===== config.mk =====
export PLATFORM = sky130hd
export DESIGN_NAME = stream_scheduler_flat
export DESIGN_NICKNAME = d
export VERILOG_FILES = /design/src/rtl/stream_scheduler_if.sv /design/src/rtl/stream_scheduler.sv /design/src/flat_wrapper.sv
export SDC_FILE = /design/constraint.sdc
export NUM_CORES = 1
export LEC_CHECK = 0
export BUFFER_PORTS_ARGS = -buffer_cell sky130_fd_sc_hd__buf_2
export CORE_AREA = 2 2 288 290
export CTS_CLUSTER_SIZE = 28
export DETAILED_ROUTE_END_ITERATION = 6
export DIE_AREA = 0 0 290 292
export GPL_TIMING_DRIVEN = 0
export SLEW_MARGIN = 30
export SYNTH_ARGS = -nofsm -noshare
export SYNTH_HDL_FRONTEND = slang
export SYNTH_SLANG_ARGS = --single-unit

===== constraint.sdc =====
create_clock -name Clk -period 2.9 [get_ports Clk]
set_input_delay 0.145 -clock Clk [delete_from_list [all_inputs] [get_ports Clk]]
set_output_delay 0.145 -clock Clk [all_outputs]
set_load 0.1 [all_outputs]

===== src/rtl/stream_scheduler_if.sv =====
// stream_scheduler_if: fin memory write port of the streaming scheduler.
// master = scheduler, slave = memory.
interface stream_scheduler_if #(
    parameter int DATA_WIDTH    = 64,
    parameter int ADDRESS_WIDTH = 8
);
    logic                     fin_we;
    logic [ADDRESS_WIDTH-1:0] fin_wr_addr;
    logic [3:0]               fin_wr_dir;
    logic [DATA_WIDTH-1:0]    fin_wr_data;
    logic                     fin_wr_ready;

    modport master (
        output fin_we,
        output fin_wr_addr,
        output fin_wr_dir,
        output fin_wr_data,
        input  fin_wr_ready
    );

    modport slave (
        input  fin_we,
        input  fin_wr_addr,
        input  fin_wr_dir,
        input  fin_wr_data,
        output fin_wr_ready
    );
endinterface


===== src/rtl/stream_scheduler.sv =====
// stream_scheduler: streams nine post-collision values of one LBM node.
// Define STREAM_SKIP_EN to let invalid directions consume zero cycles.
module stream_scheduler #(
    parameter int DATA_WIDTH     = 64,
    parameter int GRID_DIM       = 256,
    parameter int ADDRESS_WIDTH  = $clog2(GRID_DIM),
    parameter int ADDRESS_WIDTH2 = $clog2(GRID_DIM) + 1,
    parameter int NDIR           = 9
) (
    input  logic                           Clk,
    input  logic                           Reset,
    input  logic                           start,
    input  logic [NDIR*ADDRESS_WIDTH2-1:0] stream_addr,
    input  logic [NDIR*DATA_WIDTH-1:0]     fout,
    stream_scheduler_if.master             fin,
    output logic                           busy,
    output logic                           done,
    output logic [3:0]                     wr_count,
    output logic                           oob_err
);
    typedef enum logic [1:0] {IDLE, ISSUE, DONE} state_t;
    typedef logic [ADDRESS_WIDTH2-1:0] addr_arr_t [NDIR];
    typedef logic [DATA_WIDTH-1:0]     data_arr_t [NDIR];

    localparam logic [3:0] LAST_DIR = 4'(NDIR - 1);

    state_t     state_q, state_d;
    logic [3:0] dir_q, dir_d;
    logic [3:0] wr_count_q, wr_count_d;
    logic       oob_q, oob_d;
    addr_arr_t  snap_addr_q, snap_addr_d, in_addr;
    data_arr_t  snap_data_q, snap_data_d, in_data;
    logic       cur_valid, accept, advance;
`ifdef STREAM_SKIP_EN
    logic [4:0] nxt;
`endif

    function automatic logic addr_ok(input logic [ADDRESS_WIDTH2-1:0] a);
        return (a != '1) && (a < ADDRESS_WIDTH2'(GRID_DIM));
    endfunction

    function automatic logic any_oob(input addr_arr_t a);
        logic r;
        r = 1'b0;
        for (int k = 0; k < NDIR; k++)
            r = r | ((a[k] != '1) && !addr_ok(a[k]));
        return r;
    endfunction

`ifdef STREAM_SKIP_EN
    // {found, index} of the lowest valid direction at or above 'from'
    function automatic logic [4:0] next_valid(input addr_arr_t a,
                                              input int from);
        logic [4:0] r;
        r = '0;
        for (int k = NDIR - 1; k >= 0; k--)
            if (k >= from && addr_ok(a[k]))
                r = {1'b1, 4'(k)};
        return r;
    endfunction
`endif

    always_comb begin
        state_d     = state_q;
        dir_d       = dir_q;
        wr_count_d  = wr_count_q;
        oob_d       = oob_q;
        snap_addr_d = snap_addr_q;
        snap_data_d = snap_data_q;
`ifdef STREAM_SKIP_EN
        nxt         = '0;
`endif
        for (int k = 0; k < NDIR; k++) begin
            in_addr[k] = stream_addr[k*ADDRESS_WIDTH2 +: ADDRESS_WIDTH2];
            in_data[k] = fout[k*DATA_WIDTH +: DATA_WIDTH];
        end

        cur_valid = addr_ok(snap_addr_q[dir_q]);
        accept    = (state_q == ISSUE) && cur_valid && fin.fin_wr_ready;
        advance   = (state_q == ISSUE) && (!cur_valid || fin.fin_wr_ready);

        if (state_q != IDLE)
            oob_d = oob_q | any_oob(snap_addr_q);
        if (accept)
            wr_count_d = wr_count_q + 4'd1;

        unique case (state_q)
            IDLE: begin
                if (start) begin
                    snap_addr_d = in_addr;
                    snap_data_d = in_data;
                    wr_count_d  = '0;
                    oob_d       = 1'b0;
`ifdef STREAM_SKIP_EN
                    nxt     = next_valid(in_addr, 0);
                    dir_d   = nxt[3:0];
                    state_d = nxt[4] ? ISSUE : DONE;
`else
                    dir_d   = '0;
                    state_d = ISSUE;
`endif
                end
            end
            ISSUE: begin
                if (advance) begin
`ifdef STREAM_SKIP_EN
                    nxt = next_valid(snap_addr_q, int'(dir_q) + 1);
                    if (nxt[4])
                        dir_d = nxt[3:0];
                    else
                        state_d = DONE;
`else
                    if (dir_q == LAST_DIR)
                        state_d = DONE;
                    else
                        dir_d = dir_q + 4'd1;
`endif
                end
            end
            DONE: begin
                state_d = IDLE;
                dir_d   = '0;
            end
            default: state_d = IDLE;
        endcase
    end

    always_ff @(posedge Clk or negedge Reset) begin
        if (!Reset) begin
            state_q     <= IDLE;
            dir_q       <= '0;
            wr_count_q  <= '0;
            oob_q       <= 1'b0;
            snap_addr_q <= '{default: '0};
            snap_data_q <= '{default: '0};
        end else begin
            state_q     <= state_d;
            dir_q       <= dir_d;
            wr_count_q  <= wr_count_d;
            oob_q       <= oob_d;
            snap_addr_q <= snap_addr_d;
            snap_data_q <= snap_data_d;
        end
    end

    assign fin.fin_we      = (state_q == ISSUE) && cur_valid;
    assign fin.fin_wr_addr = snap_addr_q[dir_q][ADDRESS_WIDTH-1:0];
    assign fin.fin_wr_dir  = dir_q;
    assign fin.fin_wr_data = snap_data_q[dir_q];
    assign busy            = (state_q != IDLE);
    assign done            = (state_q == DONE);
    assign wr_count        = wr_count_q;
    assign oob_err         = oob_q;
endmodule

===== src/flat_wrapper.sv =====
// flat-port wrapper written by rule: the top's interface ports become plain ports
module stream_scheduler_flat 
#(
    parameter int DATA_WIDTH     = 64,
    parameter int GRID_DIM       = 256,
    parameter int ADDRESS_WIDTH  = $clog2(GRID_DIM),
    parameter int ADDRESS_WIDTH2 = $clog2(GRID_DIM) + 1,
    parameter int NDIR           = 9
)
  (Clk, Reset, start, stream_addr, fout, busy, done, wr_count, oob_err, fin_fin_we, fin_fin_wr_addr, fin_fin_wr_dir, fin_fin_wr_data, fin_fin_wr_ready);
  stream_scheduler_if #(.DATA_WIDTH(DATA_WIDTH), .ADDRESS_WIDTH(ADDRESS_WIDTH)) fin_i ();
  input  logic Clk;
  input  logic Reset;
  input  logic start;
  input  logic [NDIR*ADDRESS_WIDTH2-1:0] stream_addr;
  input  logic [NDIR*DATA_WIDTH-1:0] fout;
  output logic busy;
  output logic done;
  output logic [3:0] wr_count;
  output logic oob_err;
  output wire logic [$bits(fin_i.fin_we)-1:0] fin_fin_we;
  output wire logic [$bits(fin_i.fin_wr_addr)-1:0] fin_fin_wr_addr;
  output wire logic [$bits(fin_i.fin_wr_dir)-1:0] fin_fin_wr_dir;
  output wire logic [$bits(fin_i.fin_wr_data)-1:0] fin_fin_wr_data;
  input wire logic [$bits(fin_i.fin_wr_ready)-1:0] fin_fin_wr_ready;
  assign fin_fin_we = fin_i.fin_we;
  assign fin_fin_wr_addr = fin_i.fin_wr_addr;
  assign fin_fin_wr_dir = fin_i.fin_wr_dir;
  assign fin_fin_wr_data = fin_i.fin_wr_data;
  assign fin_i.fin_wr_ready = fin_fin_wr_ready;
  stream_scheduler #(.DATA_WIDTH(DATA_WIDTH), .GRID_DIM(GRID_DIM), .ADDRESS_WIDTH(ADDRESS_WIDTH), .ADDRESS_WIDTH2(ADDRESS_WIDTH2), .NDIR(NDIR)) u_core (.Clk(Clk), .Reset(Reset), .start(start), .stream_addr(stream_addr), .fout(fout), .fin(fin_i), .busy(busy), .done(done), .wr_count(wr_count), .oob_err(oob_err));
endmodule

==> flow_summary.json, run 1 <==
{
  "tritoncts": "yes",
  "hold_viol_final": 0,
  "die_x_um": 290,
  "dp_slack_ps": -487.2,
  "maxSlewHeadroom_pct": 36.19,
  "die-area_um2": 84680,
  "period_share_pct": 99.35,
  "worstHoldPathType": "primary input to async pin",
  "drive_gt1_share_pct": 26.76,
  "firstDrtPassIters": 5,
  "synth_nets": 3953,
  "grt_pass1_wl_mm": 222.4,
  "num-fill-cells": 6630,
  "grt_max_degree": 86,
  "cp.arrival_ps": 2740,
  "rows": 105,
  "drtIter0Drc": 2858,
  "antenna_found_initial": 16,
  "period_needed_ps": 2881,
  "grt_use_total_pct": 36.23,
  "grt_pass1_vias": 33820,
  "cts_max_path_buffers": 3,
  "fmax_mhz": 347.1,
  "ir_worst_vdd_mv": 1.720,
  "drv_cap": 0,
  "io_buffer_count": 744,
  "leakagePower_nw": 24.18,
  "path_class": "register to output pin",
  "rsz0062_at_grt": "true",
  "avgRoutedWirePerCell_um": 25.71,
  "synthCells": 3289,
  "finClkSkew_ps": 25.20,
  "max_slew.worst_pin.slew_ps": 957.2,
  "pin_count": 745,
  "ys_seq_elements": 668,
  "path_delay_family": "buffers and inverters",
  "avgSynthCellArea_um2": 9.152,
  "comb_power_share_pct": 56.4,
  "drv_slew": 0,
  "p_int_mw": 33.11,
  "critPathCaptureType": "output pin",
  "overflow": 0,
  "clock_sinks": 668,
  "clockPowerShare_pct": 15.8,
  "vias_per_cell": 5.318,
  "crit_fanout": 7,
  "yosysTopAreaCellShare_pct": 55.53,
  "r2r-start": "u_core.state_q[0]$_DFFE_PN0P_",
  "synth_ff_type": "dfrtp_1",
  "path_buf_inv": 5,
  "startpoint": "u_core.fin.fin_wr_dir[0]$_DFFE_PN0P_",
  "final_util_pct": 58.79,
  "yosysSeqAreaShare_pct": 55.53,
  "synth_edf_count": 0,
  "cpMaxStageDelayCell": "mux4_2",
  "path_cells": "buf_6 -> buf_12 -> buf_16 -> buf_12 -> mux4_2 -> mux2i_4 -> o21ai_4 -> buf_12",
  "htreeDepth": 3,
  "slowest_delay_ps": 530,
  "hpwl_mm": 102.7,
  "routabilityCongestion": 0.9215,
  "ys_warn_count": 0,
  "setup_tns_ps": 0,
  "setup_viol": 0,
  "synthTopCellsByArea": "dfrtp_1 56%, nand2_1 26%, mux4_2 11%",
  "final_area_um2": 47960,
  "synth.distinct_cells": 37,
  "drt-total-wl_mm": 153.4,
  "seqPwrFrac_pct": 27.9,
  "switching_power_mw": 29.24,
  "start_util_pct": 36.90,
  "power-per-cell-area_nw_per_um2": 1300,
  "regArea_um2": 16720,
  "fin_ws_ps": 18.91,
  "cts_root_buffer": "clkbuf_16",
  "area_growth_pct": 59.34,
  "synth_top_area_cell": "dfrtp_1",
  "core_area_um2": 81580,
  "path_clk_slew_ps": 70,
  "cp-start-kind": "register",
  "synth_area_um2": 30100,
  "drt.antenna.violating_nets": 0,
  "insertion_delay_ps": 640,
  "crit_top_cell": "buf_12",
  "vias": 31730,
  "swShare_pct": 46.90,
  "status": "finished, final reports clean",
  "numCtsBuffers": 74,
  "die_h_um": 292,
  "postSynth.asyncResetShare_pct": 100.0,
  "required_ps": 2760,
  "multi_input_area_um2": 13920,
  "finalNetCount": 5490,
  "drc": 0,
  "placed_area_um2": 36610
}
repair_timing:
item / 4_1_cts / 5_1_grt
gates resized for setup: 410 / 61
pin swaps: 8 / 5
buffers inserted: 26 / 3
hold buffers: 661 / 0
gates cloned: 9 / 0
endpoints found under the hold margin: 817 / 0
endpoints found under the setup margin: 282 / 163
routing by layer:
| metal | up-vias | share of wire, % | GRT usage [%] |
|---|---|---|---|
| li1 | 13600 | - | - |
| met1 | 15590 | 38 | 45.18 |
| met2 | 1956 | 46 | 57.83 |
| met3 | 574 | 8.4 | 7.497 |
| met4 | 12 | 7.4 | 22.98 |
| met5 | - | 0.044 | 0 |
flip-flops by register name, summed over array words and instances, names as in the netlist:
signal / cells
u_core.snap_addr_q: 81
u_core.oob_err: 1
u_core.state_q: 2
u_core.snap_data_q: 576
u_core.fin.fin_wr_dir: 4
u_core.wr_count: 4
cells in the final DEF (no fill, tap or decap), drive strengths merged, types with 2 or more instances in the layout:
| master | synthesis | final |
|---|---|---|
| dlygate4sd3 | 0 | 660 |
| and2 | 2 | 2 |
| o21ai | 82 | 82 |
| dfrtp | 668 | 668 |
| bufinv | 0 | 6 |
| mux2i | 78 | 78 |
| nor2 | 3 | 3 |
| nand2 | 2051 | 2051 |
| clkinvlp | 0 | 4 |
| clkbuf | 176 | 264 |
| nand4 | 19 | 19 |
| nor2b | 3 | 3 |
| mux4 | 145 | 145 |
| nor3 | 2 | 2 |
| o22ai | 2 | 2 |
| diode | 0 | 15 |
| a311oi | 2 | 2 |
| clkinv | 0 | 26 |
| buf | 27 | 833 |
| ha | 3 | 3 |
| nand3 | 5 | 5 |
| and3 | 3 | 3 |
| inv | 4 | 6 |
final cells by class:
| cell class | instances | area share [%] |
|---|---|---|
| well taps | 1070 | 2.791 |
| flip-flops and latches | 668 | 34.87 |
| clock buffers | 93 | 4.283 |
| plain buffers | 201 | 2.718 |
| clock inverters | 38 | 0.9443 |
| diodes | 15 | 0.07826 |
| inverters | 4 | 0.03130 |
| multi-input cells | 2414 | 29.02 |
| repair buffers | 1463 | 25.27 |
cells by family after synthesis:
kind of cell,count (synthesis),share of synthesized area [%]
and+or+nand+nor,2094,26.44
DFF,668,55.53
muxes,224,13.48
buffers and inverters,207,2.677
AOI/OAI and AO/OA,93,1.742
adders and majority gates,3,0.1247
Yosys cell counts (2+ instances only):
master	count
ha_1	3
buf_1	11
and2_1	2
buf_2	14
nand2_1	2050
and3_1	3
o22ai_1	2
mux4_2	145
dfrtp_1	668
nor3_1	2
inv_1	4
nor2b_1	3
mux2i_1	78
o21ai_0	82
nand4_1	19
clkbuf_1	176
nand3_1	5
nor2_1	3
power by group through the flow:
| stage | Clock, mW | Combinational [mW] | Sequential [mW] |
|---|---|---|---|
| floorplan | 0 | 20.9 | 16.5 |
| global placement | 0 | 27.7 | 17.2 |
| detailed placement | 0 | 28.4 | 17.3 |
| CTS | 9.91 | 34.7 | 17.2 |
| global route | 10.2 | 36.8 | 17.8 |
| finish | 9.83 | 35.1 | 17.4 |
worst paths after layout:
kind,depth (start not counted),to,slack (ps)
max,8,fin_fin_wr_data[34],20
min,3,u_core.snap_addr_q[68]$_DFFE_PN0P_,90
max reg2reg,7,u_core.snap_data_q[360]$_DFFE_PN0P_,60
min reg2reg,2,u_core.snap_data_q[98]$_DFFE_PN0P_,470
max in group asynchronous,6,u_core.snap_data_q[154]$_DFFE_PN0P_,1230
min in group Clk,4,u_core.snap_data_q[176]$_DFFE_PN0P_,240
worst reg2reg max path, cell delays in order, from the launching register on:
cell	delay, ps
dfrtp_1	490
nor2_2	140
nand2_1	160
clkbuf_2	520
clkbuf_2	580
clkbuf_1	600
nand2_1	160
nand2_1	130
per-stage QoR:
step | total power [mW] | hold slack, ps | instances
after global routing | 64.82 | 111.1 | 5956
final | 62.35 | 91.56 | 5966
after global placement | 44.85 | 337.2 | 5103
after detailed placement | 45.64 | 33.30 | 5127
after floorplan | 37.33 | -150.6 | 3289
after CTS | 61.78 | 74.87 | 5953
(Power assumes the default switching activity.)
==> inputs of run 2 (changes only) <==
==> constraint.sdc (replaced) <==
create_clock -name Clk -period 2.9 [get_ports Clk]
set_input_delay 0.58 -clock Clk [delete_from_list [all_inputs] [get_ports Clk]]
set_output_delay 0.58 -clock Clk [all_outputs]
set_load 0.1 [all_outputs]
==> run 2 against run 1 <==
  * The flow now finishes with violations (setup timing)
  * Global-route usage shrank 3.7 points
  * Die area is the same
  * Fmax shrank 12%
  * Via count shrank 12%
  * Final cell count shrank 11%
  * Worst hold slack gained 60 ps
  * Wire length shrank 9.3%
  * Register-to-register slack gained 40 ps
  * Critical path type unchanged
  * Largest cell class unchanged
  * Largest power group unchanged
==> flow_summary.json, run 2 (synthesis gave the netlist of run 1 again) <==
{
  "finClkSkew_ps": 21.22,
  "maxSlewHeadroom_pct": 42.87,
  "period_needed_ps": 3282,
  "placed_area_um2": 36490,
  "path_class": "register to output pin",
  "start_util_pct": 36.90,
  "leakagePower_nw": 21.50,
  "avgRoutedWirePerCell_um": 26.29,
  "final_area_um2": 42080,
  "drive_gt1_share_pct": 30.67,
  "largest_reg_flops": 576,
  "rows": 105,
  "tritoncts": "yes",
  "overflow": 0,
  "grt_pass1_wl_mm": 196.9,
  "antenna_found_initial": 22,
  "min-delay-start": "fout[488]",
  "firstDrtPassIters": 6,
  "drtIter0Drc": 2465,
  "insertion_delay_ps": 620,
  "crit_fanout": 10,
  "pin_count": 745,
  "fmax_mhz": 304.7,
  "routabilityCongestion": 0.9055,
  "r2r_cells": 7,
  "drv_cap": 0,
  "drc": 0,
  "required_ps": 2320,
  "period_share_pct": 113.2,
  "grt_use_total_pct": 32.55,
  "critPathCaptureType": "output pin",
  "failed_checks": "setup timing",
  "max_slew.worst_pin.slew_ps": 856.9,
  "die-area_um2": 84680,
  "hold_viol_final": 0,
  "status": "finished with violations",
  "grt_pass1_vias": 28400,
  "final_util_pct": 51.58,
  "htreeDepth": 3,
  "vias": 27790,
  "worst_r2r_endpoint": "u_core.snap_data_q[233]$_DFFE_PN0P_",
  "area_growth_pct": 39.80,
  "drv_slew": 0,
  "drt-total-wl_mm": 139.1,
  "path_clk_slew_ps": 60,
  "power-per-cell-area_nw_per_um2": 1521,
  "finalNetCount": 4820,
  "core_area_um2": 81580,
  "hpwl_mm": 101.4,
  "grt_max_degree": 86,
  "die_x_um": 290,
  "top_register": "u_core.snap_data_q",
  "r2r-start": "u_core.state_q[0]$_DFFE_PN0P_",
  "rsz0062_at_grt": "true",
  "whs_path_depth": 3,
  "final_cell_mix": "2050 x nand2_1, 674 x buf_2, 664 x dfrtp_1, 145 x mux4_2, 131 x clkbuf_1",
  "num-fill-cells": 7522,
  "r2r_setup_slack_ps": 100,
  "cts_root_buffer": "clkbuf_16",
  "numCtsBuffers": 75,
  "ir_worst_vdd_mv": 1.551,
  "die_h_um": 292,
  "drt.antenna.violating_nets": 0,
  "layout_commonest_cell": "nand2_1",
  "worstHoldPathType": "primary input to register",
  "hold_end": "u_core.snap_data_q[104]$_DFFE_PN0P_",
  "clock_sinks": 668,
  "io_buffer_count": 744,
  "vias_per_cell": 5.253,
  "cts_max_path_buffers": 3,
  "setup_viol": 73,
  "reg_top3": "u_core.snap_data_q (576), u_core.snap_addr_q (81)",
  "cp-start-kind": "register",
  "fin_ws_ps": -382.0,
  "cp.arrival_ps": 2700
}
-- run 2: changes by cell type in the layout (fill, tap and decap cells not counted), sizes merged --
cell         previous run  this run
buf                   833       822
bufinv                  6         7
clkbuf                264       277
clkinv                 26        13
diode                  15         8
dlygate4sd3           660         1
inv                     6         7
-- run 2: worst max-delay path by stage --
stage / from / endpoint / cells after the start
2_1_floorplan: u_core.fin.fin_wr_dir[0]$_DFFE_PN0P_ / fin_fin_we / 4
3_3_place_gp: Reset / u_core.fin.fin_wr_dir[0]$_DFFE_PN0P_ / 1
3_5_place_dp: u_core.fin.fin_wr_dir[0]$_DFFE_PN0P_ / fin_fin_wr_data[34] / 7
4_1_cts: u_core.fin.fin_wr_dir[0]$_DFFE_PN0P_ / fin_fin_wr_data[63] / 7
5_1_grt: u_core.fin.fin_wr_dir[0]$_DFFE_PN0P_ / fin_fin_wr_data[26] / 7
6_report: u_core.fin.fin_wr_dir[1]$_DFFE_PN0P_ / fin_fin_wr_data[63] / 6
-- run 2: routing by layer --
layer	wire, um	track usage [%]
met3	11390	6.713
met2	66320	53.44
met1	55300	42.60
met5	146	0
met4	5961	12.37
-- run 2: worst max-delay path, cell delays in order, from the launching register on --
cell	delay (ps)
dfrtp_2	470
clkbuf_8	230
clkbuf_4	370
mux4_2	480
mux2i_4	200
o21ai_4	120
buf_12	200
-- run 2: where the power goes --
part	internal (mW)	leakage, nW	total [mW]	switching (mW)
clock	5.93	1.25	10.0	4.10
combinational	14.6	11.8	36.7	22.1
sequential	14.2	8.47	17.3	3.15
total	34.7	21.5	64.0	29.3
-- run 2: layout make-up --
| type | count | area [um2] | share of cell area, % |
|---|---|---|---|
| Antenna cell | 8 | 20.02 | 0.04757 |
| Buffer | 203 | 1433 | 3.404 |
| Clock buffer | 107 | 2198 | 5.224 |
| Clock inverter | 27 | 369.1 | 0.8771 |
| Inverter | 4 | 15.01 | 0.03568 |
| Multi-Input combinational cell | 2414 | 14210 | 33.78 |
| Sequential cell | 668 | 16720 | 39.74 |
| Tap cell | 1070 | 1339 | 3.181 |
| Timing Repair Buffer | 790 | 5768 | 13.71 |
-- run 2: timing repair --
action                                 CTS  global route
cloned                                  13             4
gates resized for setup                531            91
pin swaps                                3            11
setup endpoints to repair              173           172
setup buffers                           13             3
endpoints found under the hold margin   25             0
hold buffers                             1             0
-- run 2: through the flow --
step | std cells | setup TNS [ps] | hold slack (ps) | worst slack [ps] | power, mW
6_report | 5291 | -20450 | 151.7 | -382.0 | 64.02
4_1_cts | 5281 | -26200 | 113.7 | -440.2 | 62.73
3_3_place_gp | 5103 | -9293570 | 451.6 | -15650 | 44.91
5_1_grt | 5285 | -25130 | 129.2 | -424.6 | 66.67
3_5_place_dp | 5120 | -53270 | 450.7 | -835.4 | 45.57
2_1_floorplan | 3289 | -1529 | 284.4 | -225.3 | 37.35
==> inputs of run 3 (changes only) <==
--- a/config.mk
+++ b/config.mk
@@ -5,11 +5,12 @@
 export SDC_FILE = /design/constraint.sdc
 export NUM_CORES = 1
 export LEC_CHECK = 0
+export ABC_AREA = 1
 export BUFFER_PORTS_ARGS = -buffer_cell sky130_fd_sc_hd__buf_2
-export CORE_AREA = 2 2 288 290
+export CORE_AREA = 2 2 291 293
 export CTS_CLUSTER_SIZE = 28
 export DETAILED_ROUTE_END_ITERATION = 6
-export DIE_AREA = 0 0 290 292
+export DIE_AREA = 0 0 293 295
 export GPL_TIMING_DRIVEN = 0
 export SLEW_MARGIN = 30
 export SYNTH_ARGS = -nofsm -noshare
==> run 3 against run 2 <==
  * The flow still finishes with violations (setup timing)
  * Final cell count shrank 8.7%
  * Critical endpoint is now fin_fin_wr_data[54]
  * Final area grew 14%
  * Critical path type unchanged
  * Global-route usage grew 3.2 points
  * Clock skew grew 4.6 ps
  * Clock power grew 6%
  * Utilization grew 6.1 points
==> flow_summary.json, run 3 <==
{
  "rsz0062_at_grt": "true",
  "seqPwrFrac_pct": 23.8,
  "grt_pass1_wl_mm": 214.9,
  "layout_commonest_cell": "buf_2",
  "post_synth_xor_area_fraction_pct": 0.08040,
  "die_h_um": 295,
  "drt-total-wl_mm": 160.6,
  "max_slew.worst_pin.slew_ps": 941.4,
  "synth_edf_count": 0,
  "grt_pass1_vias": 28230,
  "grt_max_degree": 84,
  "worst_r2r_endpoint": "u_core.snap_data_q[20]$_DFFE_PN0P_",
  "comb_power_share_pct": 62.0,
  "setup_viol": 73,
  "period_share_pct": 125.6,
  "synth.distinct_cells": 31,
  "rows": 106,
  "fmax_mhz": 274.5,
  "synth_mux_area_share_pct": 25.35,
  "fin_ws_ps": -743.4,
  "hpwl_mm": 116.4,
  "required_ps": 2320,
  "routabilityCongestion": 0.9842,
  "die-area_um2": 86440,
  "power_mw": 74.33,
  "critPathCaptureType": "output pin",
  "worstHoldPathType": "primary input to register",
  "yosysMostFrequentCell": "dfrtp_1",
  "clock_sinks": 668,
  "path_class": "register to output pin",
  "die_x_um": 293,
  "postSynth.asyncResetShare_pct": 100.0,
  "htreeDepth": 3,
  "failed_checks": "setup timing",
  "vias": 27530,
  "numCtsBuffers": 78,
  "grt_use_total_pct": 35.78,
  "maxSlewHeadroom_pct": 37.24,
  "drv_cap": 0,
  "overflow": 0,
  "core_area_um2": 83160,
  "largest_reg_flops": 576,
  "synth_top_area_cell": "dfrtp_1",
  "finalNetCount": 4316,
  "ys_seq_elements": 668,
  "synth_top_family_by_area": "multiplexers",
  "yosysSeqAreaShare_pct": 51.15,
  "drive_gt1_share_pct": 59.50,
  "start_util_pct": 39.30,
  "synth_common_cells": "668 x dfrtp_1, 500 x mux2_4, 389 x nor2_1",
  "r2r_cells": 6,
  "drtIter0Drc": 2221,
  "cp-start-kind": "register",
  "cp.arrival_ps": 3060,
  "p_int_mw": 39.27,
  "io_buffer_count": 744,
  "switching_power_mw": 35.06,
  "swShare_pct": 47.17,
  "synthAdderAreaFrac_pct": 0.1149,
  "synth_nets": 3367,
  "power-per-cell-area_nw_per_um2": 1549,
  "synth_area_um2": 32680,
  "synth_simple_gate_area_share_pct": 6.379,
  "drc": 0,
  "yosysTopAreaCellShare_pct": 51.15,
  "placed_area_um2": 38160,
  "synthTopCellsByArea": "dfrtp_1 51%, mux2_4 23%, o21ai_0 4.8%",
  "cts_max_path_buffers": 3,
  "min-delay-start": "fout[271]",
  "avgRoutedWirePerCell_um": 33.24,
  "whs_path_depth": 2,
  "finClkSkew_ps": 25.81,
  "clockPowerShare_pct": 14.2,
  "pin_count": 745,
  "hold_end": "u_core.snap_data_q[271]$_DFFE_PN0P_",
  "num-fill-cells": 6762,
  "antenna_found_initial": 64,
  "reg_top3": "u_core.snap_data_q (576), u_core.snap_addr_q (81)",
  "hold_viol_final": 0,
  "ir_worst_vdd_mv": 1.659,
  "drv_slew": 0,
  "firstDrtPassIters": 6,
  "synth_ff_type": "dfrtp_1",
  "vias_per_cell": 5.699,
  "drt.antenna.violating_nets": 0,
  "synthCells": 2703,
  "leakagePower_nw": 22.94,
  "r2r-start": "u_core.state_q[1]$_DFFE_PN0P_",
  "insertion_delay_ps": 640,
  "period_needed_ps": 3643,
  "avgSynthCellArea_um2": 12.09,
  "area_growth_pct": 46.86,
  "cts_root_buffer": "clkbuf_16",
  "path_clk_slew_ps": 70,
  "final_area_um2": 47990,
  "final_cell_mix": "699 x buf_2, 664 x dfrtp_1, 500 x mux2_4, 249 x nor2_1, 177 x o21ai_0",
  "crit_fanout": 10,
  "top_register": "u_core.snap_data_q",
  "synth-compound-area-share_pct": 11.45,
  "tritoncts": "yes",
  "ys_warn_count": 0,
  "r2r_setup_slack_ps": 610,
  "status": "finished with violations"
}
run 3: logic make-up after synthesis:
kind of cell    Yosys count
compound gates          640
xor+xnor                  3
fa+ha+maj                 3
buf+inv                 315
flops                   668
mux                     569
simple gates            505
run 3: what timing repair did:
item                                     CTS  global route
hold buffers                               1             0
setup buffers                             60            46
cloned                                    12             8
gates resized for setup                 1014           394
endpoints found under the setup margin    73            73
pin swaps                                175           160
hold endpoints to repair                  71             0
run 3: routing by layer:
metal  global-route usage, %  up-vias  share of wire, %
met1                   44.23    14020                39
met5                       0        -              0.18
met2                   57.40     1488                46
li1                        -    11550                 -
met4                   21.04       46               7.0
met3                   8.330      420               7.8
run 3: per-stage QoR:
stage	hold WS [ps]	std cells	setup TNS [ps]	setup slack, ps	utilization, %
6_report	164.8	4830	-39820	-743.4	57.71
5_1_grt	154.3	4820	-42160	-702.8	57.68
4_1_cts	129.2	4751	-38690	-698.8	55.13
3_5_place_dp	486.7	4536	-58280	-1215	45.89
3_3_place_gp	482.3	4527	-8978120	-14630	45.57
2_1_floorplan	284.4	2703	-19310	-348.2	-
run 3: worst max-delay path by stage:
stage	cells after the start	end	from	slack, ps
floorplan	5	fin_fin_wr_addr[5]	u_core.fin.fin_wr_dir[3]$_DFFE_PN0P_	-350
global placement	1	u_core.fin.fin_wr_dir[3]$_DFFE_PN0P_	Reset	-14630
detailed placement	8	fin_fin_wr_data[34]	u_core.fin.fin_wr_dir[1]$_DFFE_PN0P_	-1210
CTS	10	fin_fin_wr_data[43]	u_core.fin.fin_wr_dir[0]$_DFFE_PN0P_	-700
global route	10	fin_fin_wr_data[43]	u_core.fin.fin_wr_dir[0]$_DFFE_PN0P_	-700
finish	10	fin_fin_wr_data[54]	u_core.fin.fin_wr_dir[0]$_DFFE_PN0P_	-740
run 3: power groups by stage:
stage          clock network [mW]  registers (mW)  logic (mW)
5_1_grt                      11.0            18.0        47.6
3_5_place_dp                    0            16.9        31.8
2_1_floorplan                   0            16.2        22.2
4_1_cts                      10.6            17.1        42.2
3_3_place_gp                    0            16.9        31.5
6_report                     10.6            17.7        46.1
run 3: final cells by class:
type | instances | area (um2) | share of cell area (%)
Antenna cell | 36 | 90.09 | 0.1877
Buffer | 205 | 2227 | 4.641
Clock buffer | 110 | 2266 | 4.721
Clock inverter | 32 | 442.9 | 0.9229
Inverter | 104 | 405.4 | 0.8447
Multi-Input combinational cell | 1720 | 17700 | 36.89
Sequential cell | 668 | 16720 | 34.84
Tap cell | 1080 | 1351 | 2.816
Timing Repair Buffer | 875 | 6785 | 14.14
run 3: worst max-delay path, stage by stage (launching register included):
cell and delay (ps):
dfrtp_2 460, buf_12 170, buf_12 130, buf_12 130, buf_12 140, buf_6 170, nor2_4 130, o22ai_4 90
o211ai_1 550, o21ai_1 200, buf_6 240
